[src/rtl/filter_cycle_ctrl.sv]
// Two-pump filter loop sequencer: alternates fill pump A and return pump B on debounced floats.
// Optional command watchdog enabled by defining FILTER_CMD_WDT_EN.
module filter_cycle_ctrl #(
  parameter int unsigned DEBOUNCE_CYCLES = 16,
  parameter int unsigned DEAD_CYCLES     = 8,
  parameter logic [23:0] FILL_TIMEOUT    = 24'd5_000_000,
  parameter logic [23:0] DRAIN_TIMEOUT   = 24'd5_000_000
`ifdef FILTER_CMD_WDT_EN
  ,
  parameter logic [23:0] CMD_WDT_CYCLES  = 24'd10_000_000
`endif
) (
  input  logic       clk_fpga,
  input  logic       reset_n,
  input  logic       i_cmd_valid,
  input  logic [7:0] i_cmd_duty,
  output logic       o_cmd_ready,
  input  logic       i_boia_cheia,
  input  logic       i_boia_vazia,
  input  logic       i_fault_clr,
  output logic [7:0] o_duty_bomba_a,
  output logic [7:0] o_duty_bomba_b,
  output logic [2:0] o_state,
  output logic       o_fault
);

  localparam int unsigned DbW = (DEBOUNCE_CYCLES > 1) ? $clog2(DEBOUNCE_CYCLES + 1) : 1;

  typedef enum logic [2:0] {
    StStop      = 3'd0,
    StFilling   = 3'd1,
    StDtDrain   = 3'd2,
    StDraining  = 3'd3,
    StDtFill    = 3'd4,
    StStopping  = 3'd5,
    StFault     = 3'd6
  } state_e;

  // Float conditioning; bit 0 = cheia (full), bit 1 = vazia (empty).
  logic [1:0]          sync1_q, sync2_q;
  logic [1:0]          deb_q, deb_d;
  logic [1:0][DbW-1:0] db_cnt_q, db_cnt_d;

  always_ff @(posedge clk_fpga or negedge reset_n) begin
    if (!reset_n) begin
      sync1_q  <= 2'b10;
      sync2_q  <= 2'b10;
      deb_q    <= 2'b10;
      db_cnt_q <= '0;
    end else begin
      sync1_q  <= {i_boia_vazia, i_boia_cheia};
      sync2_q  <= sync1_q;
      deb_q    <= deb_d;
      db_cnt_q <= db_cnt_d;
    end
  end

  always_comb begin
    deb_d    = deb_q;
    db_cnt_d = db_cnt_q;
    for (int i = 0; i < 2; i++) begin
      if (sync2_q[i] == deb_q[i]) begin
        db_cnt_d[i] = '0;
      end else if (db_cnt_q[i] == DbW'(DEBOUNCE_CYCLES - 1)) begin
        deb_d[i]    = sync2_q[i];
        db_cnt_d[i] = '0;
      end else begin
        db_cnt_d[i] = db_cnt_q[i] + DbW'(1);
      end
    end
  end

  logic deb_cheia, deb_vazia, contra;
  assign deb_cheia = deb_q[0];
  assign deb_vazia = deb_q[1];
  assign contra    = deb_cheia & deb_vazia;

  // Sequencer state.
  state_e      state_q, state_d;
  logic [7:0]  duty_q, duty_d;
  logic        stop_q, stop_d;
  logic [23:0] timer_q, timer_d;
  logic [7:0]  duty_a_q, duty_a_d;
  logic [7:0]  duty_b_q, duty_b_d;
  logic        fault_q, fault_d;

  logic cmd_ready, cmd_acc, cmd_run, cmd_zero, wdt_hit;
  logic dead_done, fill_to, drain_to;

  always_comb begin
    cmd_ready = (state_q != StFault);
    cmd_acc   = i_cmd_valid & cmd_ready;
    cmd_run   = cmd_acc & (i_cmd_duty != 8'd0);
    // A watchdog expiry counts as a zero command unless a real command lands that cycle.
    cmd_zero  = cmd_acc ? (i_cmd_duty == 8'd0) : wdt_hit;
    dead_done = (timer_q >= 24'(DEAD_CYCLES - 1));
    fill_to   = (timer_q >= FILL_TIMEOUT - 24'd1);
    drain_to  = (timer_q >= DRAIN_TIMEOUT - 24'd1);
  end

`ifdef FILTER_CMD_WDT_EN
  logic [23:0] wdt_q, wdt_d;
  logic        wdt_active;

  always_comb begin
    wdt_active = (state_q == StFilling) || (state_q == StDraining) ||
                 (state_q == StDtDrain) || (state_q == StDtFill);
    wdt_hit    = wdt_active && (wdt_q >= CMD_WDT_CYCLES - 24'd1);
    wdt_d      = wdt_q;
    if (cmd_acc) begin
      wdt_d = '0;
    end else if (wdt_active && (wdt_q != 24'hFF_FFFF)) begin
      wdt_d = wdt_q + 24'd1;
    end
  end

  always_ff @(posedge clk_fpga or negedge reset_n) begin
    if (!reset_n) begin
      wdt_q <= '0;
    end else begin
      wdt_q <= wdt_d;
    end
  end
`else
  assign wdt_hit = 1'b0;
`endif

  always_comb begin
    state_d = state_q;
    stop_d  = stop_q;
    duty_d  = cmd_run ? i_cmd_duty : duty_q;

    unique case (state_q)
      StStop: begin
        if (cmd_run) state_d = StFilling;
      end
      StFilling: begin
        if (contra || fill_to) begin
          state_d = StFault;
        end else if (deb_cheia) begin
          state_d = StDtDrain;
          stop_d  = cmd_zero;
        end else if (cmd_zero) begin
          state_d = StStopping;
        end
      end
      StDtDrain: begin
        if (cmd_zero)     stop_d = 1'b1;
        else if (cmd_run) stop_d = 1'b0;
        if (contra) begin
          state_d = StFault;
        end else if (dead_done) begin
          state_d = stop_d ? StStopping : StDraining;
        end
      end
      StDraining: begin
        if (contra || drain_to) begin
          state_d = StFault;
        end else if (deb_vazia) begin
          state_d = StDtFill;
          stop_d  = cmd_zero;
        end else if (cmd_zero) begin
          state_d = StStopping;
        end
      end
      StDtFill: begin
        if (cmd_zero)     stop_d = 1'b1;
        else if (cmd_run) stop_d = 1'b0;
        if (contra) begin
          state_d = StFault;
        end else if (dead_done) begin
          state_d = stop_d ? StStop : StFilling;
        end
      end
      StStopping: begin
        if (contra || drain_to) begin
          state_d = StFault;
        end else if (deb_vazia) begin
          state_d = StStop;
        end else if (cmd_run) begin
          state_d = StDraining;
        end
      end
      StFault: begin
        if (i_fault_clr) begin
          state_d = StStop;
          stop_d  = 1'b0;
        end
      end
      default: begin
        state_d = StFault;
      end
    endcase

    if (state_d != state_q) begin
      timer_d = '0;
    end else if (timer_q != 24'hFF_FFFF) begin
      timer_d = timer_q + 24'd1;
    end else begin
      timer_d = timer_q;
    end

    // Outputs follow the next state so they register on the same edge as the transition.
    duty_a_d = 8'd0;
    duty_b_d = 8'd0;
    if (state_d == StFilling) begin
      duty_a_d = duty_d;
    end else if ((state_d == StDraining) || (state_d == StStopping)) begin
      duty_b_d = duty_d;
    end
    fault_d = (state_d == StFault);
  end

  always_ff @(posedge clk_fpga or negedge reset_n) begin
    if (!reset_n) begin
      state_q  <= StStop;
      duty_q   <= 8'd0;
      stop_q   <= 1'b0;
      timer_q  <= '0;
      duty_a_q <= 8'd0;
      duty_b_q <= 8'd0;
      fault_q  <= 1'b0;
    end else begin
      state_q  <= state_d;
      duty_q   <= duty_d;
      stop_q   <= stop_d;
      timer_q  <= timer_d;
      duty_a_q <= duty_a_d;
      duty_b_q <= duty_b_d;
      fault_q  <= fault_d;
    end
  end

  assign o_cmd_ready    = cmd_ready;
  assign o_duty_bomba_a = duty_a_q;
  assign o_duty_bomba_b = duty_b_q;
  assign o_state        = state_q;
  assign o_fault        = fault_q;

endmodule

[config.mk]
export PLATFORM = sky130hd
export DESIGN_NAME = filter_cycle_ctrl
export DESIGN_NICKNAME = d
export VERILOG_FILES = /design/src/rtl/filter_cycle_ctrl.sv
export SDC_FILE = /design/constraint.sdc
export NUM_CORES = 1
export LEC_CHECK = 0
export BUFFER_PORTS_ARGS = -buffer_cell sky130_fd_sc_hd__buf_2
export CAP_MARGIN = 0
export CORE_ASPECT_RATIO = 2
export CORE_MARGIN = 3
export CORE_UTILIZATION = 55
export DETAILED_ROUTE_END_ITERATION = 16
export PLACE_DENSITY = 0.81
export SLEW_MARGIN = 0
export SYNTH_ARGS = -nofsm -noshare
export SYNTH_HDL_FRONTEND = slang
export SYNTH_SLANG_ARGS = --single-unit
[constraint.sdc]
create_clock -name clk_fpga -period 2.65 [get_ports clk_fpga]
set_input_delay 0.265 -clock clk_fpga [delete_from_list [all_inputs] [get_ports clk_fpga]]
set_output_delay 0.265 -clock clk_fpga [all_outputs]
set_load 0.05 [all_outputs]
==> results.yml, run 1 <==
cells_and_area:
  drive_gt1_share_pct: 27.9
  fin_nets: 403
  fillers: 459
  antennaDiodeCount: 0
  finalNonFillerCells: 454
  syn_to_final_growth_pct: 20.3
  final_area_mm2: 0.00411
clock_network:
  clockBufferDepth: 2
  cts.sinks: 69
  cts_tree: "built"
  cts-htree-levels: 3
  numCtsBuffers: 9
  clk_latency_ps: 340
  cts.root.buffer_cell: "clkbuf_16"
  path_clk_slew_ps: 50
placed_design:
  port-buffer-count: 34
  place_inst: 432
  post-place-ws_ps: 59.1
  post_dp_cell_area_mm2: 0.00372
  gp_congestion: 0.897
  dp_hpwl_um: 5600
global_route:
  grt-ovfl-total: 0
  grt_max_degree: 41
  grtUsageTotal_pct: 23.6
  grt_pass1_wl_um: 12700
  antenna_found_initial: 0
  grt_pass1_vias: 2711
yosys:
  async_flop_share_pct: 100
  synth_compound_area_share_pct: 11.7
  yosys-top-cells-count: "dfrtp_1, nor2_1, nor2_2, inv_1, xor2_1"
  synth_edf_count: 0
  synth_area_leaders: "dfrtp_1, xor2_1, nor2_1"
  synth-xor-area-share_pct: 6.66
  avgSynthCellArea_um2: 10.3
  ys_warn_count: 0
  syn_nets: 350
  synth_top_family_by_area: "simple AND/OR/NAND/NOR gates"
  synthSimpleGateAreaFrac_pct: 23.3
  synth_top_area_cell: "dfrtp_1"
  synthCells: 333
  synth_seq_area_share_pct: 50.6
  synthFlopType: "dfrtp_1"
  synth_seq_cells: 69
  synth_fa_ha_area_share_pct: 1.10
  synth.area.mux_share_pct: 2.96
  synth.distinct_cells: 54
  syn-cell-area_mm2: 0.00342
  synth_most_common_cell: "dfrtp_1"
  synth_top_area_share_pct: 48.3
floorplanning:
  start_util_pct: 56.9
  num_rows: 40
  die_w_um: 61.7
  ios: 35
  core_mm2: 0.00601
  die_area_mm2: 0.00725
  die_h_um: 117
min_path:
  hold_path_class: "input pin to register"
  hp-start: "i_boia_cheia"
power_and_ir_drop:
  power.density_mw_per_mm2: 971
  p_leak_nw: 1.90
  peakVddDrop_mv: 0.493
sta:
  drv_slew: 0
  period_needed_ps: 2590
  post-route-period-util_pct: 97.6
  finalHoldViolCount: 0
  finalSetupTns_ps: 0
  setup_viol: 0
  hold_slack_ps: 32.7
  worst_slew_pin_slew_ps: 687
  worst_slack_ps: 63.2
  timing.fmax_mhz: 387
  relSlewSlack_pct: 54.2
  rsz0062_at_grt: "true"
  skew_ps: 5.10
worst_setup_path:
  start_kind: "register"
  worst-setup-path-type: "register to register"
  crit_path_end_kind: "register"
  cp_max_fo: 12
  cp-startpoint: "timer_q[15]"
  r2r_start: "timer_q[15]"
  cp_data_arrival_time_ps: 2820
  critPathRequiredTime_ps: 2880
detailed_routing:
  drc: 0
  via_per_inst: 5.96
  post_drt_wl_per_cell_um: 16.9
  first_pass_iters: 4
  routed_wirelength_um: 7660
  via_count: 2706
  drtIter0Drc: 96
  ant_nets: 0
job:
  cap_violations: 0
status:
  outcome: "complete, no violations"
==> path summary, 6_finish.rpt <==
path                               endpoint  slack (ps)  cells after the start
worst max-delay path             timer_q[1]          60                      8
worst min-delay path             sync1_q[0]          30                      1
worst max register to register   timer_q[1]          60                      8
worst min register to register   sync2_q[0]         350                      0
max in group asynchronous        o_state[0]        1470                      3
min in group asynchronous       db_cnt_q[6]         520                      2
==> layer usage <==
| layer | track usage, % | up-vias | wire, um | part of all wire (%) |
|---|---|---|---|---|
| met2 | 39.7 | 85 | 4320 | 56 |
| met5 | 0 | - | 0 | 0 |
| li1 | - | 1281 | - | - |
| met1 | 24.3 | 1307 | 2680 | 35 |
| met4 | 14.1 | 0 | 385 | 5.0 |
| met3 | 6.70 | 33 | 275 | 3.6 |
==> cells by family after synthesis <==
family / count (synthesis)
simple gates: 146
fa+ha+maj: 3
compound gates: 53
xor+xnor: 26
flops: 69
mux: 10
buf+inv: 26
==> state kept, by name, indices dropped and copies added, names as in the netlist, 2 cells and up <==
| register | count |
|---|---|
| db_cnt_q | 10 |
| o_duty_bomba_a | 8 |
| duty_q | 8 |
| o_duty_bomba_b | 8 |
| timer_q | 24 |
| sync1_q | 2 |
| deb_q | 2 |
| o_state | 3 |
| sync2_q | 2 |
==> power breakdown <==
group,switching (mW),internal (mW),total [mW]
combinational,1.04,0.469,1.51
sequential,0.0894,1.20,1.29
clock,0.442,0.749,1.19
total,1.57,2.42,3.99
==> worst max-delay path: stages, from the launching register on <==
cell and delay, ps:
dfrtp_1 450, nor4_4 360, nand3_2 180, a2111o_1 360, a31o_2 310, o2111a_1 200, o211ai_4 370, buf_12 200
nor2_2 50
==> cell usage in the layout (no fill, tap or decap), types with 8 or more instances in the layout <==
| master | synthesis | final |
|---|---|---|
| nand3_1 | 15 | 14 |
| xnor2_1 | 8 | 8 |
| inv_1 | 18 | 18 |
| mux2i_1 | 9 | 9 |
| buf_4 | 1 | 10 |
| xor2_1 | 18 | 18 |
| nand2_1 | 17 | 17 |
| clkbuf_16 | 0 | 9 |
| and3_1 | 10 | 10 |
| buf_2 | 0 | 34 |
| nor2_2 | 20 | 20 |
| dfrtp_1 | 66 | 63 |
| o21ai_0 | 11 | 11 |
| nor2_1 | 38 | 38 |
==> layout make-up <==
cell class | count | area (um^2) | share of cell area [%]
Clock buffer | 10 | 239 | 5.81
Tap cell | 63 | 78.8 | 1.92
Clock inverter | 6 | 62.6 | 1.52
Timing Repair Buffer | 48 | 307 | 7.45
Sequential cell | 69 | 1730 | 42.2
Inverter | 19 | 71.3 | 1.73
Multi-Input combinational cell | 239 | 1620 | 39.4
==> timing repair <==
item	4_1_cts	5_1_grt
endpoints found under the hold margin	26	0
endpoints found under the setup margin	0	33
hold buffers	1	0
buffers inserted	0	4
gates resized for setup	0	8
==> stage by stage <==
step                util (%)  power (mW)
finish                  68.5        3.99
floorplan                  -        2.33
detailed placement      61.9        2.67
global placement        61.9        2.63
global route            68.5        4.21
CTS                     67.1        3.87
(Power assumes the default switching activity.)
==> run 2, diff against run 1 <==
--- a/config.mk
+++ b/config.mk
@@ -11,7 +11,7 @@
 export CORE_MARGIN = 3
 export CORE_UTILIZATION = 55
 export DETAILED_ROUTE_END_ITERATION = 16
-export PLACE_DENSITY = 0.81
+export PLACE_DENSITY_LB_ADDON = 0.05
 export SLEW_MARGIN = 0
 export SYNTH_ARGS = -nofsm -noshare
 export SYNTH_HDL_FRONTEND = slang
==> run 2 against run 1 <==
Compared with the run above:
- die area unchanged
- register-to-register slack worse by 40 ps
- setup slack got worse by 38 ps
- routed wire length is 6.6% higher
- sequential share of layout area is 0.65 points lower
- largest cell class unchanged
==> results.yml, run 2 (synthesized netlist as in run 1, its figures left out) <==
placed_design:
  gp_congestion: 0.982
  port-buffer-count: 34
  place_inst: 435
  dp_hpwl_um: 5780
  post_dp_cell_area_mm2: 0.00373
sta:
  post-route-period-util_pct: 99.0
  finalSetupTns_ps: 0
  finalHoldViolCount: 0
  drv_slew: 0
  rsz0062_at_grt: "true"
  skew_ps: 5.83
  timing.fmax_mhz: 381
  setup_viol: 0
  worst_slew_pin_slew_ps: 590
  period_needed_ps: 2620
  relSlewSlack_pct: 60.7
worst_setup_path:
  start_kind: "register"
  reg2regPathDepth: 10
  cp.depth: 10
  critical_path.top_delay_family: "compound AO/OA/AOI/OAI gates"
  path_buf_inv: 2
  worstPathCellList: "ha_4, and3_1, nand3_1, a2111o_1, buf_4, a31o_2, a31oi_4, o211ai_2, buf_4, nor2_1"
  worst-setup-path-type: "register to register"
  cp_max_fo: 5
  critical-path-slowest-cell: "dfrtp_1"
  cpPeakStageDelay_ps: 430
  crit_top_cell: "buf_4"
  cp_data_arrival_time_ps: 2890
  critPathRequiredTime_ps: 2920
  crit_path_end_kind: "register"
detailed_routing:
  via_per_inst: 5.92
  drc: 0
  via_count: 2716
  post_drt_wl_per_cell_um: 17.8
  first_pass_iters: 4
  ant_nets: 0
  routed_wirelength_um: 8160
  drtIter0Drc: 179
cells_and_area:
  final_cell_mix: "dfrtp_1, nor2_1, buf_2"
  syn_to_final_growth_pct: 22.4
  layout_commonest_cell: "dfrtp_1"
  fin_nets: 408
  final_area_mm2: 0.00418
  drive_gt1_share_pct: 29.5
  largest_reg_flops: 24
  antennaDiodeCount: 0
  reg_top3: "timer_q (24), db_cnt_q (10)"
  largest-register: "timer_q"
  finalNonFillerCells: 459
clock_network:
  numCtsBuffers: 9
  path_clk_slew_ps: 50
  cts.sinks: 69
  cts-htree-levels: 3
  clockBufferDepth: 2
  cts_tree: "built"
  cts.root.buffer_cell: "clkbuf_16"
  clk_latency_ps: 330
job:
  cap_violations: 0
global_route:
  antenna_found_initial: 0
  grtUsageTotal_pct: 23.3
  grt_pass1_wl_um: 12400
  grt-ovfl-total: 0
  grt_pass1_vias: 2626
  grt_max_degree: 28
min_path:
  hold_path_class: "input pin to register"
  holdPathStages: 1
power_and_ir_drop:
  p_total_mw: 4.13
  peakVddDrop_mv: 0.708
  power.density_mw_per_mm2: 987
  p_leak_nw: 1.93
status:
  outcome: "complete, no violations"
floorplanning:
  die_area_mm2: 0.00725
  core_mm2: 0.00601
  die_w_um: 61.7
  num_rows: 40
  start_util_pct: 56.9
  ios: 35
  die_h_um: 117
## run 2: cell types whose count changed in the layout (fill, tap and decap cells not counted), sizes merged
| cell | before | now |
|---|---|---|
| clkinvlp | 3 | 1 |
| buf | 47 | 52 |
| bufinv | 1 | 2 |
| clkbuf | 10 | 13 |
| clkinv | 2 | 0 |
## run 2: area by class of cell
cell class	instances	area, um^2
fillers	469	1820
flip-flops and latches	69	1740
clock inverters	3	67.6
repair buffers	53	328
multi-input cells	239	1640
clock buffers	13	260
well taps	63	78.8
inverters	19	71.3
## run 2: path summary, 6_finish.rpt
| kind | start | endpoint | slack [ps] |
|---|---|---|---|
| worst max-delay path | timer_q[1] | timer_q[11] | 30 |
| worst min-delay path | i_boia_vazia | sync1_q[1] | 30 |
| worst max register to register | timer_q[1] | timer_q[11] | 30 |
| worst min register to register | sync1_q[1] | sync2_q[1] | 350 |
| max in group asynchronous | reset_n | sync2_q[1] | 1380 |
| min in group asynchronous | reset_n | db_cnt_q[5] | 470 |
## run 2: what timing repair did
item | in CTS | in global routing
endpoints found under the setup margin | 0 | 17
buffers inserted | 0 | 6
resized for setup | 0 | 12
hold endpoints to repair | 23 | 0
hold buffers | 1 | 0
## run 2: metrics by stage
stage | hold slack, ps | utilization [%] | setup slack, ps
2_1_floorplan | -30.6 | - | 20.4
5_1_grt | 17.4 | 69.6 | -55.7
3_3_place_gp | 302 | 62.1 | -95.9
4_1_cts | 21.0 | 67.7 | 6.49
3_5_place_dp | 301 | 62.1 | -63.9
6_report | 29.4 | 69.6 | 25.7
## run 2: worst reg2reg max path: stages, from the launching register on
cell	delay [ps]
dfrtp_1	430
ha_4	180
and3_1	200
nand3_1	110
a2111o_1	410
buf_4	170
a31o_2	270
a31oi_4	260
o211ai_2	220
buf_4	220
nor2_1	80
## run 2: per-layer routing
metal	vias up	track usage [%]	wire length [um]	share of wire, %
met5	-	0	0	0
met4	0	10.8	246	3.0
met3	17	6.48	320	3.9
met2	75	41.2	4650	57
met1	1334	23.6	2950	36
li1	1290	-	-	-
## run 2: report_power, final
part	leakage, nW	switching (mW)	internal, mW	total [mW]
Sequential	0.905	0.101	1.20	1.30
Clock	0.156	0.419	0.875	1.29
Combinational	0.870	1.02	0.512	1.53
Total	1.93	1.54	2.59	4.13
